==> src/rtl/axil_led_regs.sv <==
// AXI4-Lite register block: ID, LEDs, link status, scratch, cycle counter and link-down counter.
// Build option AXIL_LED_HEARTBEAT_EN drives led[7] from CYCLES[26] instead of the LED register.
module axil_led_regs #(
  parameter int          ADDR_W   = 12,
  parameter logic [31:0] ID_VALUE = 32'hA11C_0D13,
  parameter logic [7:0]  LED_RST  = 8'h00
) (
  input  logic              axi_aclk,
  input  logic              axi_aresetn,
  input  logic [ADDR_W-1:0] s_axil_awaddr,
  input  logic              s_axil_awvalid,
  output logic              s_axil_awready,
  input  logic [31:0]       s_axil_wdata,
  input  logic [3:0]        s_axil_wstrb,
  input  logic              s_axil_wvalid,
  output logic              s_axil_wready,
  output logic [1:0]        s_axil_bresp,
  output logic              s_axil_bvalid,
  input  logic              s_axil_bready,
  input  logic [ADDR_W-1:0] s_axil_araddr,
  input  logic              s_axil_arvalid,
  output logic              s_axil_arready,
  output logic [31:0]       s_axil_rdata,
  output logic [1:0]        s_axil_rresp,
  output logic              s_axil_rvalid,
  input  logic              s_axil_rready,
  input  logic              pcie_link_up,
  output logic [7:0]        led
);

  localparam logic [1:0] RESP_OKAY   = 2'b00;
  localparam logic [1:0] RESP_SLVERR = 2'b10;

  logic              aw_held;
  logic              w_held;
  logic [ADDR_W-1:0] awaddr_q;
  logic [31:0]       wdata_q;
  logic [3:0]        wstrb_q;
  logic [7:0]        led_reg;
  logic [31:0]       scratch;
  logic [31:0]       cycles;
  logic [31:0]       linkdn;
  logic              link_q;
  logic              link_seen;

  // Only offsets 0x00-0x14 with nothing set above bit 4 are backed by a register.
  function automatic logic mapped(input logic [ADDR_W-1:0] a);
    return ((a >> 5) == '0) && (a[4:2] <= 3'd5);
  endfunction

  logic [31:0] rd_val;
  always_comb begin
    rd_val = '0;
    if (mapped(s_axil_araddr)) begin
      case (s_axil_araddr[4:2])
        3'd0:    rd_val = ID_VALUE;
        3'd1:    rd_val = {24'b0, led_reg};
        3'd2:    rd_val = {30'b0, link_seen, pcie_link_up};
        3'd3:    rd_val = scratch;
        3'd4:    rd_val = cycles;
        3'd5:    rd_val = linkdn;
        default: rd_val = '0;
      endcase
    end
  end

  logic        do_write;
  logic        wr_map;
  logic [2:0]  wr_idx;
  logic [31:0] wr_old;
  logic [31:0] wr_new;
  logic        link_fall;
  logic        linkdn_clr;

  assign do_write   = aw_held && w_held && !s_axil_bvalid;
  assign wr_map     = mapped(awaddr_q);
  assign wr_idx     = awaddr_q[4:2];
  assign wr_old     = (wr_idx == 3'd1) ? {24'b0, led_reg} : scratch;
  assign link_fall  = link_q && !pcie_link_up;
  assign linkdn_clr = do_write && wr_map && (wr_idx == 3'd5);

  always_comb begin
    wr_new = wr_old;
    for (int i = 0; i < 4; i++) begin
      if (wstrb_q[i]) wr_new[8*i +: 8] = wdata_q[8*i +: 8];
    end
  end

  logic unused_addr_bits;
  assign unused_addr_bits = ^{s_axil_araddr[1:0], awaddr_q[1:0]};

  always_ff @(posedge axi_aclk) begin
    if (!axi_aresetn) begin
      s_axil_awready <= 1'b1;
      s_axil_wready  <= 1'b1;
      s_axil_arready <= 1'b1;
      s_axil_bvalid  <= 1'b0;
      s_axil_bresp   <= RESP_OKAY;
      s_axil_rvalid  <= 1'b0;
      s_axil_rresp   <= RESP_OKAY;
      s_axil_rdata   <= '0;
      aw_held        <= 1'b0;
      w_held         <= 1'b0;
      awaddr_q       <= '0;
      wdata_q        <= '0;
      wstrb_q        <= '0;
      led_reg        <= LED_RST;
      scratch        <= '0;
      cycles         <= '0;
      linkdn         <= '0;
      link_q         <= 1'b0;
      link_seen      <= 1'b0;
    end else begin
      cycles <= cycles + 32'd1;
      link_q <= pcie_link_up;
      if (pcie_link_up) link_seen <= 1'b1;

      // A clear coinciding with a new link-down event keeps that event.
      if (linkdn_clr)                      linkdn <= link_fall ? 32'd1 : 32'd0;
      else if (link_fall && linkdn != '1)  linkdn <= linkdn + 32'd1;

      if (s_axil_awvalid && s_axil_awready) begin
        awaddr_q       <= s_axil_awaddr;
        aw_held        <= 1'b1;
        s_axil_awready <= 1'b0;
      end
      if (s_axil_wvalid && s_axil_wready) begin
        wdata_q       <= s_axil_wdata;
        wstrb_q       <= s_axil_wstrb;
        w_held        <= 1'b1;
        s_axil_wready <= 1'b0;
      end
      if (do_write) begin
        aw_held       <= 1'b0;
        w_held        <= 1'b0;
        s_axil_bvalid <= 1'b1;
        s_axil_bresp  <= wr_map ? RESP_OKAY : RESP_SLVERR;
        if (wr_map && wr_idx == 3'd1) led_reg <= wr_new[7:0];
        if (wr_map && wr_idx == 3'd3) scratch <= wr_new;
      end
      if (s_axil_bvalid && s_axil_bready) begin
        s_axil_bvalid  <= 1'b0;
        s_axil_awready <= 1'b1;
        s_axil_wready  <= 1'b1;
      end

      if (s_axil_arvalid && s_axil_arready) begin
        s_axil_rdata   <= rd_val;
        s_axil_rresp   <= mapped(s_axil_araddr) ? RESP_OKAY : RESP_SLVERR;
        s_axil_rvalid  <= 1'b1;
        s_axil_arready <= 1'b0;
      end
      if (s_axil_rvalid && s_axil_rready) begin
        s_axil_rvalid  <= 1'b0;
        s_axil_arready <= 1'b1;
      end
    end
  end

`ifdef AXIL_LED_HEARTBEAT_EN
  assign led = {cycles[26], led_reg[6:0]};
`else
  assign led = led_reg;
`endif

endmodule
==> config.mk <==
export PLATFORM = sky130hd
export DESIGN_NAME = axil_led_regs
export DESIGN_NICKNAME = d
export VERILOG_FILES = /design/src/rtl/axil_led_regs.sv
export SDC_FILE = /design/constraint.sdc
export NUM_CORES = 1
export LEC_CHECK = 0
export BUFFER_PORTS_ARGS = -buffer_cell sky130_fd_sc_hd__clkbuf_2
export CAP_MARGIN = 30
export CORE_MARGIN = 8
export CORE_UTILIZATION = 30
export DETAILED_ROUTE_END_ITERATION = 8
export GPL_ROUTABILITY_DRIVEN = 0
export GPL_TIMING_DRIVEN = 0
export HOLD_SLACK_MARGIN = 0.12
export PLACE_DENSITY = 0.57
export SLEW_MARGIN = 20
export SYNTH_ARGS = -nofsm -noshare
export SYNTH_HDL_FRONTEND = slang
export SYNTH_SLANG_ARGS = --single-unit
==> constraint.sdc <==
create_clock -name axi_aclk -period 2.5 [get_ports axi_aclk]
set_clock_uncertainty 0.05 [all_clocks]
set_input_delay 0.5 -clock axi_aclk [delete_from_list [all_inputs] [get_ports axi_aclk]]
set_output_delay 0.5 -clock axi_aclk [all_outputs]
set_load 0.1 [all_outputs]
==> load_flow_metrics.sql, run 1 <==
INSERT INTO impl_metrics (metric_group, metric, value, unit) VALUES
('worst_setup_path', 'cp-start-kind', 'flip-flop', ''),
('cts', 'cts-root-buf', 'sky130_fd_sc_hd__clkbuf_16', ''),
('die', 'design.portCount', '117', ''),
('die', 'coreArea', '27900', 'um2'),
('sta', 'max-slew-margin-rel', '45.5', '%'),
('synth', 'synth_top_family_by_area', 'simple AND/OR/NAND/NOR gates', ''),
('synth', 'synth-simple-area-share', '23.8', '%'),
('worst_setup_path', 'crit_path_end_kind', 'flip-flop', ''),
('cells_and_area', 'antenna-diode-count', '0', ''),
('grt', 'grt_pass1_wl', '41.6', 'mm'),
('synth', 'yosys_warnings', '0', ''),
('synth', 'ys_seq_area_share', '45.4', '%'),
('grt', 'grt_util_all_layers', '15.5', '%'),
('synth', 'yosys-mux-area-fraction', '6.39', '%'),
('sta', 'hold_viol_final', '0', ''),
('synth', 'synth-edff-count', '0', ''),
('placed_design', 'detailed_place_hpwl', '20.2', 'mm'),
('grt', 'maximum_number_of_pins_on_one_net_before_global_route_repair', '23', ''),
('cts', 'clk-insertion-delay-late', '440', 'ps'),
('synth', 'synth_seq_cells', '193', ''),
('cells_and_area', 'fin_cells', '1563', ''),
('detailed_routing', 'drt-wirelength-per-cell', '16.8', 'um'),
('sta', 'share_of_the_clock_period_used_by_the_worst_path_after_layout', '95.6', '%'),
('cells_and_area', 'stdcell_area', '10300', 'um2'),
('grt', 'globalRoute.totalOverflow', '0', ''),
('worst_setup_path', 'timing.setup.critical_path_class', 'flip-flop to flip-flop', ''),
('placed_design', 'placedCellCount', '1521', ''),
('worst_setup_path', 'crit_slowest_cell', 'sky130_fd_sc_hd__or4_1', ''),
('cts', 'cts_tree', 'built', ''),
('cts', 'h-tree-depth', '4', ''),
('synth', 'summed_instance_area_of_the_synthesized_netlist', '8500', 'um2'),
('synth', 'synth.top_cells.by_area', 'sky130_fd_sc_hd__dfxtp_1, sky130_fd_sc_hd__a21oi_1, sky130_fd_sc_hd__nand2_1, sky130_fd_sc_hd__mux2i_1, sky130_fd_sc_hd__nor2_1', ''),
('synth', 'fraction_of_registers_with_async_set_or_reset_after_synthesis', '0', '%'),
('cts', 'cts_num_sinks', '193', ''),
('worst_setup_path', 'worst_ep_arrival_time', '2700', 'ps'),
('detailed_routing', 'routed_wirelength', '26.2', 'mm'),
('grt', 'vias_in_the_first_global_route', '7521', ''),
('cells_and_area', 'layout-area-overhead-vs-synth', '20.8', '%'),
('detailed_routing', 'drtIter0Drc', '549', ''),
('detailed_routing', 'final_antenna_net_count', '0', ''),
('die', 'floorplan.die.height', '184', 'um'),
('synth', 'synth-adder-area-share', '0.294', '%'),
('sta', 'tightestPinTransition', '818', 'ps'),
('worst_setup_path', 'worst_path_bufs_invs', '1', ''),
('worst_setup_path', 'cp.required', '2810', 'ps'),
('cells_and_area', 'final_core_utilization', '36.9', '%'),
('sta', 'maximum_operating_frequency', '0.418', 'GHz'),
('worst_setup_path', 'timing.critical_path.fanout_max', '10', ''),
('worst_setup_path', 'cpLargestDelayFamily', 'simple AND/OR/NAND/NOR gates', ''),
('synth', 'synthDominantCellAreaShare', '45.4', '%'),
('die', 'fp.dieW', '184', 'um'),
('run_status', 'status', 'finished clean', ''),
('detailed_routing', 'drtPass1Iterations', '7', ''),
('sta', 'timing.setup.tns', '0', 'ps'),
('cts', 'clk_pin_slew', '90', 'ps'),
('cells_and_area', 'drive_gt1_share', '14.9', '%'),
('synth', 'ys_dominant_reg_cell', 'sky130_fd_sc_hd__dfxtp_1', ''),
('worst_setup_path', 'critical_path.cell_chain', 'nand4_2, or4_1, a311o_1, buf_6, or3_1, a21oi_1', ''),
('die', 'rows', '61', ''),
('synth', 'syn_avg_cell_area', '8.23', 'um2'),
('die', 'initial_utilization', '30.5', '%'),
('power', 'static-leakage-power', '3.64', 'nW'),
('sta', 'final-max-slew-violation-count', '0', ''),
('detailed_routing', 'drc', '0', ''),
('placed_design', 'place.port_buffers', '109', ''),
('grt', 'grt_antenna_before_repair', '0', ''),
('power', 'peakVddDrop', '0.402', 'mV'),
('detailed_routing', 'dr_total_vias', '7845', ''),
('sta', 'report.final.setup_viol', '0', ''),
('synth', 'synth_compound_gate_area_share', '17.7', '%'),
('cells_and_area', 'nNetsFinal', '1242', '');
## where the power goes
part           internal (mW)  total, mW  leakage (nW)  switching, mW
Combinational          0.139      0.474          1.77          0.335
Sequential              3.13       3.18          1.57         0.0428
Clock                   1.38       2.82         0.303           1.44
Total                   4.65       6.47          3.64           1.82
## what timing repair did
action | CTS | global route
buffers inserted | 5 | 5
hold buffers | 0 | 0
pin swaps | 2 | 2
setup endpoints to repair | 68 | 15
resized for setup | 4 | 5
## worst register-to-register path, cell delays in order (launching register included)
cell and delay (ps):
sky130_fd_sc_hd__dfxtp_1 460, sky130_fd_sc_hd__nand4_2 240, sky130_fd_sc_hd__or4_1 600, sky130_fd_sc_hd__a311o_1 350
sky130_fd_sc_hd__buf_6 160, sky130_fd_sc_hd__or3_1 300, sky130_fd_sc_hd__a21oi_1 150
## cell usage in the layout (no fill, tap or decap), types with 16 or more instances in the layout
master / count
sky130_fd_sc_hd__a21oi_1: 129
sky130_fd_sc_hd__a22oi_1: 30
sky130_fd_sc_hd__buf_4: 16
sky130_fd_sc_hd__clkbuf_1: 46
sky130_fd_sc_hd__clkbuf_16: 17
sky130_fd_sc_hd__clkbuf_2: 110
sky130_fd_sc_hd__dfxtp_1: 191
sky130_fd_sc_hd__mux2i_1: 52
sky130_fd_sc_hd__nand2_1: 157
sky130_fd_sc_hd__nand3_1: 56
sky130_fd_sc_hd__nand4_1: 16
sky130_fd_sc_hd__nor2_1: 89
sky130_fd_sc_hd__o21ai_0: 39
sky130_fd_sc_hd__or3_1: 25
## per-stage QoR
step           power [mW]  worst slack, ps  hold WS [ps]
2_1_floorplan        3.55              169           381
3_3_place_gp         3.72             -205           389
3_5_place_dp         3.72             -215           396
4_1_cts              6.53             2.87           194
5_1_grt              6.70            -3.67           220
6_report             6.47              109           215
## cells in the mapped netlist, types with 10 or more instances
library cell	n
sky130_fd_sc_hd__nand3_1	56
sky130_fd_sc_hd__nor4_1	11
sky130_fd_sc_hd__o22ai_1	15
sky130_fd_sc_hd__a21oi_1	129
sky130_fd_sc_hd__and3_1	10
sky130_fd_sc_hd__clkbuf_1	46
sky130_fd_sc_hd__nor2b_1	10
sky130_fd_sc_hd__or3_1	25
sky130_fd_sc_hd__dfxtp_1	193
sky130_fd_sc_hd__or4_1	13
sky130_fd_sc_hd__and2_1	11
sky130_fd_sc_hd__o2bb2ai_1	15
sky130_fd_sc_hd__nand2_1	157
sky130_fd_sc_hd__inv_1	14
sky130_fd_sc_hd__nand4_1	16
sky130_fd_sc_hd__mux2i_1	52
sky130_fd_sc_hd__xnor2_1	15
sky130_fd_sc_hd__o21ai_0	39
sky130_fd_sc_hd__nor3_1	11
sky130_fd_sc_hd__nor2_1	89
sky130_fd_sc_hd__a22oi_1	30
## per-layer routing
| layer | routed length (um) | GRT usage (%) | share of wire, % |
|---|---|---|---|
| met5 | 0 | 0 | 0 |
| met4 | 630 | 5.23 | 2.4 |
| met3 | 1050 | 2.44 | 4.0 |
| met2 | 12300 | 25.3 | 47 |
| met1 | 12200 | 20.5 | 47 |
## path summary, 6_finish.rpt
check	startpoint	endpoint	slack, ps	cells past startpoint
min	s_axil_wvalid	s_axil_wready	220	2
min reg2reg	awaddr_q[5]	awaddr_q[5]	400	2
max reg2reg	linkdn[5]	linkdn[21]	110	6
max	linkdn[5]	linkdn[21]	110	6
## cells by family after synthesis
| kind of cell | after synthesis |
|---|---|
| other | 1 |
| flip-flops | 193 |
| AO/OA/AOI/OAI | 253 |
| multiplexers | 54 |
| buffers and inverters | 79 |
| adder cells (fa/ha/maj) | 2 |
| AND/OR/NAND/NOR | 428 |
| XOR/XNOR | 23 |
## area by class of cell
type / instances / area (um2)
Sequential cell: 193 / 3870
Tap cell: 378 / 473
Clock buffer: 17 / 425
Buffer: 65 / 289
Fill cell: 2992 / 17600
Timing Repair Buffer: 119 / 621
Clock inverter: 15 / 206
Multi-Input combinational cell: 762 / 4340
Inverter: 14 / 52.6
No activity file was read; power rests on OpenSTA's default activity.
==> run 2: changes to the inputs <==
--- a/config.mk
+++ b/config.mk
@@ -13,7 +13,6 @@
 export GPL_ROUTABILITY_DRIVEN = 0
 export GPL_TIMING_DRIVEN = 0
 export HOLD_SLACK_MARGIN = 0.12
-export PLACE_DENSITY = 0.57
 export SLEW_MARGIN = 20
 export SYNTH_ARGS = -nofsm -noshare
 export SYNTH_HDL_FRONTEND = slang
==> load_flow_metrics.sql, run 2 (synthesis results as in run 1) <==
INSERT INTO impl_metrics (metric_group, metric, value, unit) VALUES
('job', 'max_cap_viol_count', '0', ''),
('cells_and_area', 'drive_gt1_share', '14.5', '%'),
('cts', 'h-tree-depth', '4', ''),
('sta', 'hold_viol_final', '0', ''),
('cells_and_area', 'antenna-diode-count', '0', ''),
('cts', 'clk_pin_slew', '90', 'ps'),
('grt', 'grt_antenna_before_repair', '0', ''),
('detailed_routing', 'avgViaCountPerCell', '5.01', ''),
('sta', 'report.final.setup_viol', '0', ''),
('cts', 'clk-insertion-delay-late', '450', 'ps'),
('cts', 'cts-root-buf', 'sky130_fd_sc_hd__clkbuf_16', ''),
('cells_and_area', 'nNetsFinal', '1237', ''),
('detailed_routing', 'routed_wirelength', '26.1', 'mm'),
('worst_setup_path', 'cp.required', '2820', 'ps'),
('cells_and_area', 'commonest_cells_after_routing_fill_and_taps_aside', 'sky130_fd_sc_hd__dfxtp_1, sky130_fd_sc_hd__nand2_1, sky130_fd_sc_hd__a21oi_1', ''),
('cells_and_area', 'num-fill-cells', '2923', ''),
('detailed_routing', 'drtIter0Drc', '616', ''),
('sta', 'final_period_minus_worst_setup_slack', '2380', 'ps'),
('worst_setup_path', 'worst_r2r_path_depth', '6', ''),
('cells_and_area', 'final_core_utilization', '36.6', '%'),
('die', 'coreArea', '27900', 'um2'),
('die', 'rows', '61', ''),
('grt', 'vias_in_the_first_global_route', '7310', ''),
('placed_design', 'detailed_place_hpwl', '20.1', 'mm'),
('grt', 'globalRoute.totalOverflow', '0', ''),
('power', 'pwr_density_cell', '629', 'nW/um2'),
('cells_and_area', 'layout-area-overhead-vs-synth', '20.1', '%'),
('grt', 'maximum_number_of_pins_on_one_net_before_global_route_repair', '22', ''),
('cts', 'cts_tree', 'built', ''),
('run_status', 'status', 'finished clean', ''),
('worst_setup_path', 'cp-start-kind', 'flip-flop', ''),
('die', 'design.portCount', '117', ''),
('worst_setup_path', 'timing.rr.start', 'linkdn[5]', ''),
('cells_and_area', 'final_common_cell', 'sky130_fd_sc_hd__dfxtp_1', ''),
('worst_setup_path', 'critical_path.cell_chain', 'nand4_2, or4_1, a311o_1, buf_6, or3_1, a21oi_1', ''),
('worst_setup_path', 'crit_slowest_cell', 'sky130_fd_sc_hd__or4_1', ''),
('cts', 'ctsLongestPathBuffers', '2', ''),
('grt', 'grt_pass1_wl', '40.9', 'mm'),
('cells_and_area', 'fin_cells', '1558', ''),
('sta', 'maximum_operating_frequency', '0.421', 'GHz'),
('placed_design', 'placedCellCount', '1521', ''),
('detailed_routing', 'final_antenna_net_count', '0', ''),
('min_path', 'hold_class', 'input port to flip-flop', ''),
('sta', 'final-max-slew-violation-count', '0', ''),
('worst_setup_path', 'critPathLaunch', 'linkdn[5]', ''),
('power', 'peakVddDrop', '0.390', 'mV'),
('die', 'fp.dieW', '184', 'um'),
('worst_setup_path', 'reg2reg_to', 'linkdn[25]', ''),
('worst_setup_path', 'ff2ff_setup_slack', '120', 'ps'),
('cts', 'cts_num_sinks', '193', ''),
('worst_setup_path', 'maximum_cell_stage_delay_along_the_critical_path', '600', 'ps'),
('die', 'initial_utilization', '30.5', '%'),
('detailed_routing', 'drc', '0', ''),
('worst_setup_path', 'timing.critical_path.fanout_max', '10', ''),
('detailed_routing', 'drtPass1Iterations', '5', ''),
('cts', 'cts_inserted_buffers', '17', ''),
('placed_design', 'place.port_buffers', '109', ''),
('worst_setup_path', 'crit_path_end_kind', 'flip-flop', ''),
('die', 'die_area', '34000', 'um2'),
('power', 'static-leakage-power', '3.59', 'nW'),
('grt', 'grt_util_all_layers', '15.2', '%'),
('sta', 'grt_setup_unrepaired', 'false', ''),
('sta', 'tightestPinTransition', '840', 'ps'),
('worst_setup_path', 'timing.critical_path.to', 'linkdn[25]', ''),
('sta', 'max-slew-margin-rel', '44.0', '%'),
('detailed_routing', 'drt-wirelength-per-cell', '16.8', 'um'),
('die', 'floorplan.die.height', '184', 'um'),
('detailed_routing', 'dr_total_vias', '7806', ''),
('worst_setup_path', 'timing.setup.critical_path_class', 'flip-flop to flip-flop', ''),
('sta', 'share_of_the_clock_period_used_by_the_worst_path_after_layout', '95.1', '%'),
('worst_setup_path', 'worst_ep_arrival_time', '2700', 'ps');
## run 2: layout make-up
class	instances	area, um2	share of cell area, %
multi-input cells	762	4330	42.4
flip-flops and latches	193	3870	37.9
repair buffers	114	583	5.71
well taps	378	473	4.63
clock buffers	17	425	4.17
plain buffers	65	289	2.83
clock inverters	15	193	1.89
inverters	14	52.6	0.515
## run 2: worst max-delay path: cells and delay by family, from the launching register on
kind / cells / cell delay, ps
AO/OA/AOI/OAI: 2 / 490
buffers and inverters: 1 / 160
flip-flops: 1 / 480
AND/OR/NAND/NOR: 3 / 1140
## run 2: timing repair
action / 4_1_cts / 5_1_grt
endpoints found under the setup margin: 66 / 14
resized for setup: 4 / 3
pin swaps: 1 / 2
setup buffers: 3 / 2
hold buffers: 0 / 0
gates cloned: 0 / 0
## run 2: metrics by stage
step / total power [mW] / TNS, ps / area (um2) / worst slack [ps] / hold WS (ps)
after CTS: 6.47 / 0 / 10200 / 15.5 / 186
final: 6.42 / 0 / 10200 / 122 / 198
after global placement: 3.71 / -7420 / 9520 / -174 / 393
after detailed placement: 3.72 / -7900 / 9520 / -177 / 398
after floorplan: 3.55 / 0 / 8510 / 169 / 381
after global routing: 6.65 / 0 / 10200 / 0.337 / 208
## run 2: how the worst min path moves through the flow
stage                                start             end  slack [ps]  cells past startpoint
after floorplan               awaddr_q[10]    awaddr_q[10]         380                      2
after global placement        awaddr_q[11]    awaddr_q[11]         390                      2
after detailed placement        wdata_q[3]      wdata_q[3]         400                      2
after CTS                   s_axil_awvalid  s_axil_awready         190                      2
after global routing      s_axil_awaddr[7]     awaddr_q[7]         210                      3
final                       s_axil_awvalid  s_axil_awready         200                      2
## run 2: metal layers
| metal | up-vias | share of wire (%) | GRT usage, % |
|---|---|---|---|
| li1 | 3943 | - | - |
| met4 | 0 | 3.7 | 7.36 |
| met2 | 220 | 44 | 23.3 |
| met5 | - | 0 | 0 |
| met3 | 44 | 4.3 | 2.01 |
| met1 | 3599 | 48 | 20.8 |
## run 2: power breakdown
part / internal (mW) / switching, mW / total, mW
sequential: 3.13 / 0.0441 / 3.18
clock: 1.37 / 1.41 / 2.77
combinational: 0.138 / 0.333 / 0.470
==> run 3: changes to the inputs <==
--- a/config.mk
+++ b/config.mk
@@ -7,6 +7,7 @@
 export LEC_CHECK = 0
 export BUFFER_PORTS_ARGS = -buffer_cell sky130_fd_sc_hd__clkbuf_2
 export CAP_MARGIN = 30
+export CORE_ASPECT_RATIO = 1.25
 export CORE_MARGIN = 8
 export CORE_UTILIZATION = 30
 export DETAILED_ROUTE_END_ITERATION = 8
==> load_flow_metrics.sql, run 3 (synthesis results as in run 1) <==
INSERT INTO impl_metrics (metric_group, metric, value, unit) VALUES
('power', 'peakVddDrop', '0.507', 'mV'),
('power', 'static-leakage-power', '3.62', 'nW'),
('grt', 'grt_antenna_before_repair', '0', ''),
('cells_and_area', 'drive_gt1_share', '14.8', '%'),
('die', 'die_area', '34000', 'um2'),
('worst_setup_path', 'timing.setup.critical_path_class', 'flip-flop to flip-flop', ''),
('detailed_routing', 'drc', '0', ''),
('die', 'floorplan.die.height', '204', 'um'),
('sta', 'hold_viol_final', '0', ''),
('detailed_routing', 'dr_total_vias', '7910', ''),
('grt', 'vias_in_the_first_global_route', '7780', ''),
('grt', 'grt_util_all_layers', '15.2', '%'),
('detailed_routing', 'avgViaCountPerCell', '5.14', ''),
('power', 'pwr-share-comb', '7.5', '%'),
('cells_and_area', 'fin_cells', '1538', ''),
('cells_and_area', 'nNetsFinal', '1240', ''),
('cts', 'cts_tree', 'built', ''),
('worst_setup_path', 'timing.critical_path.fanout_max', '8', ''),
('sta', 'grt_setup_unrepaired', 'false', ''),
('sta', 'report.final.setup_viol', '0', ''),
('cts', 'clk-insertion-delay-late', '440', 'ps'),
('min_path', 'hold_class', 'input port to flip-flop', ''),
('cts', 'h-tree-depth', '4', ''),
('detailed_routing', 'routed_wirelength', '26.6', 'mm'),
('placed_design', 'dpl-instance-area', '9500', 'um2'),
('sta', 'tightestPinTransition', '797', 'ps'),
('grt', 'maximum_number_of_pins_on_one_net_before_global_route_repair', '17', ''),
('placed_design', 'placedCellCount', '1498', ''),
('sta', 'max-slew-margin-rel', '46.8', '%'),
('detailed_routing', 'drtPass1Iterations', '5', ''),
('cts', 'clk_pin_slew', '70', 'ps'),
('placed_design', 'place.port_buffers', '109', ''),
('power', 'seqPwrFrac', '49.6', '%'),
('worst_setup_path', 'worst_ep_arrival_time', '2710', 'ps'),
('cts', 'ctsLongestPathBuffers', '2', ''),
('detailed_routing', 'final_antenna_net_count', '0', ''),
('power', 'relative_contribution_of_the_clock_network_to_total_power', '42.9', '%'),
('sta', 'final_period_minus_worst_setup_slack', '2390', 'ps'),
('grt', 'globalRoute.totalOverflow', '0', ''),
('worst_setup_path', 'timing.rr.start', 'linkdn[0]', ''),
('worst_setup_path', 'cpLargestDelayFamily', 'simple AND/OR/NAND/NOR gates', ''),
('die', 'rows', '69', ''),
('sta', 'maximum_operating_frequency', '0.419', 'GHz'),
('grt', 'grt_pass1_wl', '41.1', 'mm'),
('min_path', 'worst_hold_startpoint', 's_axil_wvalid', ''),
('detailed_routing', 'drt-wirelength-per-cell', '17.3', 'um'),
('power', 'p_int', '4.80', 'mW'),
('run_status', 'status', 'finished clean', ''),
('die', 'fp.dieW', '167', 'um'),
('cells_and_area', 'final_common_cell', 'sky130_fd_sc_hd__dfxtp_1', ''),
('sta', 'share_of_the_clock_period_used_by_the_worst_path_after_layout', '95.4', '%'),
('worst_setup_path', 'crit_path_end_kind', 'flip-flop', ''),
('worst_setup_path', 'worst_path_bufs_invs', '1', ''),
('die', 'coreArea', '28100', 'um2'),
('worst_setup_path', 'cp.required', '2820', 'ps'),
('cells_and_area', 'commonest_cells_after_routing_fill_and_taps_aside', 'sky130_fd_sc_hd__dfxtp_1, sky130_fd_sc_hd__nand2_1, sky130_fd_sc_hd__a21oi_1', ''),
('cells_and_area', 'stdcell_area', '10200', 'um2'),
('placed_design', 'detailed_place_hpwl', '20.4', 'mm'),
('power', 'power.net_switching', '1.61', 'mW'),
('cells_and_area', 'antenna-diode-count', '0', ''),
('power', 'pwr_density_cell', '629', 'nW/um2'),
('job', 'max_cap_viol_count', '0', ''),
('power', 'power_switching_share', '25.1', '%'),
('cells_and_area', 'layout-area-overhead-vs-synth', '19.8', '%'),
('worst_setup_path', 'critPathLaunch', 'linkdn[0]', ''),
('die', 'initial_utilization', '30.2', '%'),
('detailed_routing', 'drtIter0Drc', '567', ''),
('worst_setup_path', 'cp-start-kind', 'flip-flop', ''),
('sta', 'final-max-slew-violation-count', '0', ''),
('worst_setup_path', 'maximum_cell_stage_delay_along_the_critical_path', '440', 'ps'),
('worst_setup_path', 'critical_path.cell_chain', 'ha_1, nand4_1, buf_4, nor4_1, o21ai_1, or4_1, a21oi_1', ''),
('worst_setup_path', 'crit_slowest_cell', 'sky130_fd_sc_hd__dfxtp_2', ''),
('cts', 'cts_inserted_buffers', '17', ''),
('cts', 'cts-root-buf', 'sky130_fd_sc_hd__clkbuf_16', ''),
('die', 'design.portCount', '117', ''),
('cts', 'cts_num_sinks', '193', '');
## run 3: cell types whose count changed in the layout (fill, tap and decap cells not counted), sizes merged
cell	delta
buf	+4
inv	-3
clkinv	-2
bufinv	+2
clkbuf	+1
clkinvlp	+1
## run 3: timing repair
item                       4_1_cts  5_1_grt
setup endpoints to repair       67       20
hold buffers                     0        0
pin swaps                        2        1
resized for setup                3        8
buffers inserted                 5        3
## run 3: worst paths after layout
check,endpoint,cells after the start,slack (ps)
hold / removal,s_axil_wready,2,220
setup / recovery,linkdn[18],7,110
setup reg to reg,linkdn[18],7,110
hold reg to reg,awaddr_q[8],2,400
## run 3: power groups by stage
| stage | combinational [mW] | clock, mW | sequential [mW] |
|---|---|---|---|
| finish | 0.478 | 2.75 | 3.18 |
| global route | 0.521 | 2.90 | 3.18 |
| CTS | 0.482 | 2.78 | 3.18 |
| detailed placement | 0.477 | 0 | 3.25 |
| global placement | 0.472 | 0 | 3.25 |
| floorplan | 0.255 | 0 | 3.29 |
## run 3: final cells by class
class,instances,area [um2]
buffer,65,289
clock buffer,19,453
clock inverter,13,135
fill,2972,18000
inverter,14,52.6
multi-input combinational,762,4340
sequential,193,3870
tap,355,444
timing repair buffer,117,606
## run 3: through the flow
step                util, %  worst slack, ps  TNS, ps  power (mW)  hold WS [ps]
finish                 36.2              114        0        6.41           219
global route           36.2             19.9        0        6.61           217
CTS                    36.0            0.484        0        6.44           211
detailed placement     33.7             -218   -10090        3.73           392
global placement       33.7             -206    -8780        3.72           390
floorplan                 -              169        0        3.55           381
## run 3: layer usage
metal	global-route usage, %	vias up	part of all wire [%]
met2	28.0	198	51
li1	-	3937	-
met1	16.9	3732	42
met5	0	-	0
met3	2.90	43	4.0
met4	6.67	0	2.7
